===== src/rtl/cdc1_gray_sync_if.sv =====
// Bundle for the Gray-code synchronizer: the source-side bus d and the
// synchronized outputs observed in the destination clock domain.
interface cdc1_gray_sync_if #(
    parameter int WIDTH = 2
);
    logic [WIDTH-1:0] d;
    logic [WIDTH-1:0] out;
    logic [WIDTH-1:0] bin_out;
    logic             chg;
    logic             err;

    modport master (
        output d,
        input  out,
        input  bin_out,
        input  chg,
        input  err
    );

    modport slave (
        input  d,
        output out,
        output bin_out,
        output chg,
        output err
    );
endinterface


===== src/rtl/cdc1_gray_sync.sv =====
// Multi-flop synchronizer for a Gray-coded bus with registered binary decode,
// change pulse and sticky multi-bit-violation flag.
module cdc1_gray_sync #(
    parameter int WIDTH  = 2,
    parameter int STAGES = 2
) (
    input  logic            clk,
    input  logic            rst_n,
    cdc1_gray_sync_if.slave bus
);

    if (STAGES < 2 || STAGES > 4) begin : g_bad_stages
        $error("cdc1_gray_sync: STAGES must be in 2..4");
    end

    // Index 0 is the first flop, which samples d with no logic in front of it.
    logic [STAGES-1:0][WIDTH-1:0] sync_q, sync_d;
    logic [WIDTH-1:0]             bin_q, bin_d;
    logic                         chg_q, chg_d;
    logic                         err_q, err_d;

    logic [WIDTH-1:0] next_g;
    logic [WIDTH-1:0] cur_g;

    assign next_g = sync_q[STAGES-2];
    assign cur_g  = sync_q[STAGES-1];

    // Decode and flags are formed from the value about to enter the last stage,
    // so they land on the same edge as out.
    for (genvar i = 0; i < WIDTH; i++) begin : g_bin
        assign bin_d[i] = ^next_g[WIDTH-1:i];
    end

    always_comb begin
        sync_d = {sync_q[STAGES-2:0], bus.d};
        chg_d  = (next_g != cur_g);
        err_d  = err_q | ($countones(next_g ^ cur_g) > 1);
    end

    always_ff @(posedge clk or negedge rst_n) begin
        if (!rst_n) begin
            sync_q <= '0;
            bin_q  <= '0;
            chg_q  <= 1'b0;
            err_q  <= 1'b0;
        end else begin
            sync_q <= sync_d;
            bin_q  <= bin_d;
            chg_q  <= chg_d;
            err_q  <= err_d;
        end
    end

    assign bus.out     = cur_g;
    assign bus.bin_out = bin_q;
    assign bus.chg     = chg_q;
    assign bus.err     = err_q;

endmodule


===== src/flat_wrapper.sv =====
// flat-port wrapper written by rule: the top's interface ports become plain ports
module cdc1_gray_sync_flat 
#(
    parameter int WIDTH  = 2,
    parameter int STAGES = 2
)
  (clk, rst_n, bus_d, bus_out, bus_bin_out, bus_chg, bus_err);
  cdc1_gray_sync_if #(.WIDTH(WIDTH)) bus_i ();
  input  logic clk;
  input  logic rst_n;
  input wire logic [$bits(bus_i.d)-1:0] bus_d;
  output wire logic [$bits(bus_i.out)-1:0] bus_out;
  output wire logic [$bits(bus_i.bin_out)-1:0] bus_bin_out;
  output wire logic [$bits(bus_i.chg)-1:0] bus_chg;
  output wire logic [$bits(bus_i.err)-1:0] bus_err;
  assign bus_i.d = bus_d;
  assign bus_out = bus_i.out;
  assign bus_bin_out = bus_i.bin_out;
  assign bus_chg = bus_i.chg;
  assign bus_err = bus_i.err;
  cdc1_gray_sync #(.WIDTH(WIDTH), .STAGES(STAGES)) u_core (.clk(clk), .rst_n(rst_n), .bus(bus_i));
endmodule

===== config.mk =====
export PLATFORM = sky130hd
export DESIGN_NAME = cdc1_gray_sync_flat
export DESIGN_NICKNAME = d
export VERILOG_FILES = /design/src/rtl/cdc1_gray_sync_if.sv /design/src/rtl/cdc1_gray_sync.sv /design/src/flat_wrapper.sv
export SDC_FILE = /design/constraint.sdc
export NUM_CORES = 1
export LEC_CHECK = 0
export ABC_AREA = 1
export ABC_CLOCK_PERIOD_IN_PS = 1100
export CELL_PAD_IN_SITES_DETAIL_PLACEMENT = 1
export CELL_PAD_IN_SITES_GLOBAL_PLACEMENT = 1
export CORE_AREA = 3 3 40 42
export DETAILED_ROUTE_END_ITERATION = 8
export DIE_AREA = 0 0 43 45
export PLACE_DENSITY_LB_ADDON = 0.1
export SLEW_MARGIN = 20
export SYNTH_ARGS = -nofsm -noshare
export SYNTH_HDL_FRONTEND = slang
export SYNTH_SLANG_ARGS = --single-unit

===== constraint.sdc =====
create_clock -name clk -period 1.1 [get_ports clk]
set_input_delay 0.22 -clock clk [delete_from_list [all_inputs] [get_ports clk]]
set_output_delay 0.22 -clock clk [all_outputs]
set_load 0.02 [all_outputs]

==> results.json <==
{
  "cts_made_buffers": 3,
  "clock_latency_ps": 250,
  "use_met3_pct": 5.18,
  "cts-htree-levels": 1,
  "drv_slew": 0,
  "instances_no_fill": 51,
  "cts.sinks": 7,
  "ys.flop_type": "dfrtp_1",
  "max_freq_ghz": 0.977,
  "first_pass_iters": 2,
  "postPlaceCellArea_um2": 358,
  "path_cells": "buf_2",
  "tightest_slew_ps": 320,
  "clkTransAtPathRegs_ps": 60,
  "maxCapViolCount": 0,
  "io_pins": 10,
  "grtUsageTotal_pct": 6.39,
  "synth_seq_area_share_pct": 70.4,
  "p_switching_uw": 144,
  "cts_tree": "done",
  "cp-start-kind": "flip-flop",
  "routabilityCongestion": 0.638,
  "ys_types": 7,
  "power_frac_clock_pct": 40.9,
  "routed_via_density": 3.51,
  "start_util_pct": 19.4,
  "synth_top_cells_by_area": "dfrtp_1 70%, nand2_1 11%, inv_1 7.5%, xor2_1 3.5%, buf_4 3.0%",
  "grt_max_degree": 8,
  "post-route-util_pct": 27.6,
  "p_comb_share_pct": 11.0,
  "grt.busiest_layer": "met4",
  "hold_viol": 0,
  "p_per_area_nw_per_um2": 1640,
  "via_count": 179,
  "intPower_uw": 438,
  "yosys.area.top_type": "dfrtp_1",
  "die_w_um": 43,
  "crit_slowest_cell": "dfrtp_1",
  "synthArstFlopShare_pct": 100,
  "worstPathArrival_ps": 800,
  "worstSetupPathType": "reg -> out",
  "timing.final.crit_share_pct": 93.0,
  "core_area_um2": 1280,
  "clk_path_buf_depth": 2,
  "slew_headroom_pct": 78.6,
  "drive_gt1_share_pct": 30.6,
  "min_period_ps": 1020,
  "yosys_warnings": 0,
  "dp_cells": 47,
  "synth_top_cells_by_count": "7 x dfrtp_1, 7 x nand2_1, 5 x inv_1",
  "r2r_end": "u_core.bus.err",
  "die_h_um": 45,
  "ant_nets": 0,
  "fin_setup_tns_ps": 0,
  "wl_per_cell_um": 9.22,
  "hold_class": "in -> async",
  "worstPathRequired_ps": 880,
  "skew_ps": 6.85,
  "syn_inst": 23,
  "crit_buf_inv": 1,
  "r2r-start": "u_core.bus.bin_out[1]",
  "ys_seq_elements": 7,
  "synth_top_area_share_pct": 70.4,
  "final_cell_area_um2": 354,
  "run_status": "finished clean",
  "row_count": 13,
  "overflow": 0,
  "root_buffer": "clkbuf_4",
  "gr-usage-met2_pct": 6.89,
  "met1_usage_pct": 6.19,
  "die_area_um2": 1940,
  "n_fill_cell": 153,
  "grt_pass1_vias": 186,
  "r2r_slack_ps": 270,
  "drc": 0,
  "drt-initial-drc-count": 3,
  "irDropWorstVdd_v": 0.000504,
  "synth_edf_count": 0,
  "diodes": 0,
  "pwr-share-seq_pct": 48.2,
  "cp_slowest_stage_delay_ps": 390,
  "critPathTopFamily": "flip-flops",
  "syn2layout_area_growth_pct": 42.2,
  "synth.net_count": 27,
  "layout.nets": 41,
  "switching_share_pct": 24.8,
  "port_buffers": 9,
  "timing.critical_path.to_type": "primary output",
  "grt_first_pass_wirelength_um": 759,
  "postCtsSetupBuffers": 0,
  "antenna_found_initial": 0,
  "routed_wl_um": 470,
  "p_leak_uw": 0.000189,
  "syn_area_um2": 249,
  "crit_fanout": 3,
  "rsz0062_at_grt": "no",
  "setup_viol": 0,
  "syn_avg_cell_area_um2": 10.8,
  "rr_worst_depth": 6
}
[sequential cells by signal, indices dropped and copies added, names as in the netlist]
name                flops
u_core.bus.bin_out      2
u_core.bus.out          1
u_core.next_g           2
u_core.bus.chg          1
u_core.bus.err          1
[per-layer routing]
layer	up-vias	wire, µm
met4	0	0
met5	-	0
li1	90	-
met1	81	188
met2	8	216
met3	0	66
[placed cells by master, fill, tap and decap left out]
cell type | netlist | routed
xor2_1 | 1 | 1
clkbuf_1 | 0 | 1
nand2_2 | 1 | 1
buf_4 | 1 | 1
inv_1 | 5 | 5
dfrtp_1 | 7 | 7
clkdlybuf4s50_1 | 0 | 3
nand4_1 | 1 | 1
nand2_1 | 7 | 7
clkbuf_4 | 0 | 3
buf_2 | 0 | 6
[power by group through the flow]
stage / Sequential [µW] / Combinational [µW] / Clock, µW
4_1_cts: 281 / 70.2 / 253
3_3_place_gp: 285 / 77.1 / 0
3_5_place_dp: 286 / 77.0 / 0
2_1_floorplan: 299 / 19.3 / 0
5_1_grt: 282 / 70.3 / 271
6_report: 280 / 63.8 / 238
[worst max path at each step]
stage | from | end | cells after the start
finish | u_core.bus.out[0] | bus_out[0] | 1
floorplan | u_core.bus.bin_out[1] | bus_out[1] | 1
global route | u_core.bus.out[0] | bus_out[0] | 1
global placement | u_core.bus.bin_out[1] | bus_bin_out[1] | 1
CTS | u_core.bus.bin_out[0] | bus_bin_out[0] | 1
detailed placement | u_core.bus.out[0] | bus_out[0] | 1
[final cells by class]
type / instances / area (µm²) / share of cell area (%)
well taps: 15 / 18.8 / 5.30
repair buffers: 10 / 67.6 / 19.1
clock buffers: 4 / 26.3 / 7.42
flip-flops and latches: 7 / 175 / 49.5
inverters: 5 / 18.8 / 5.30
multi-input cells: 10 / 47.5 / 13.4
[logic make-up after synthesis]
group / synth area share [%]
simple gates: 15.6
flops: 70.4
xor+xnor: 3.52
buf+inv: 10.6
[through the flow]
stage,power (µW),hold WS (ps),worst slack [ps]
2_1_floorplan,318,-75.6,220
3_3_place_gp,362,436,-66.9
3_5_place_dp,363,433,-74.0
4_1_cts,604,230,7.56
5_1_grt,623,242,35.2
6_report,582,224,76.5
[what timing repair did]
item                       4_1_cts  5_1_grt
resized for setup               22        2
setup endpoints to repair        6        2
hold buffers                     0        0
(Power assumes the default switching activity.)
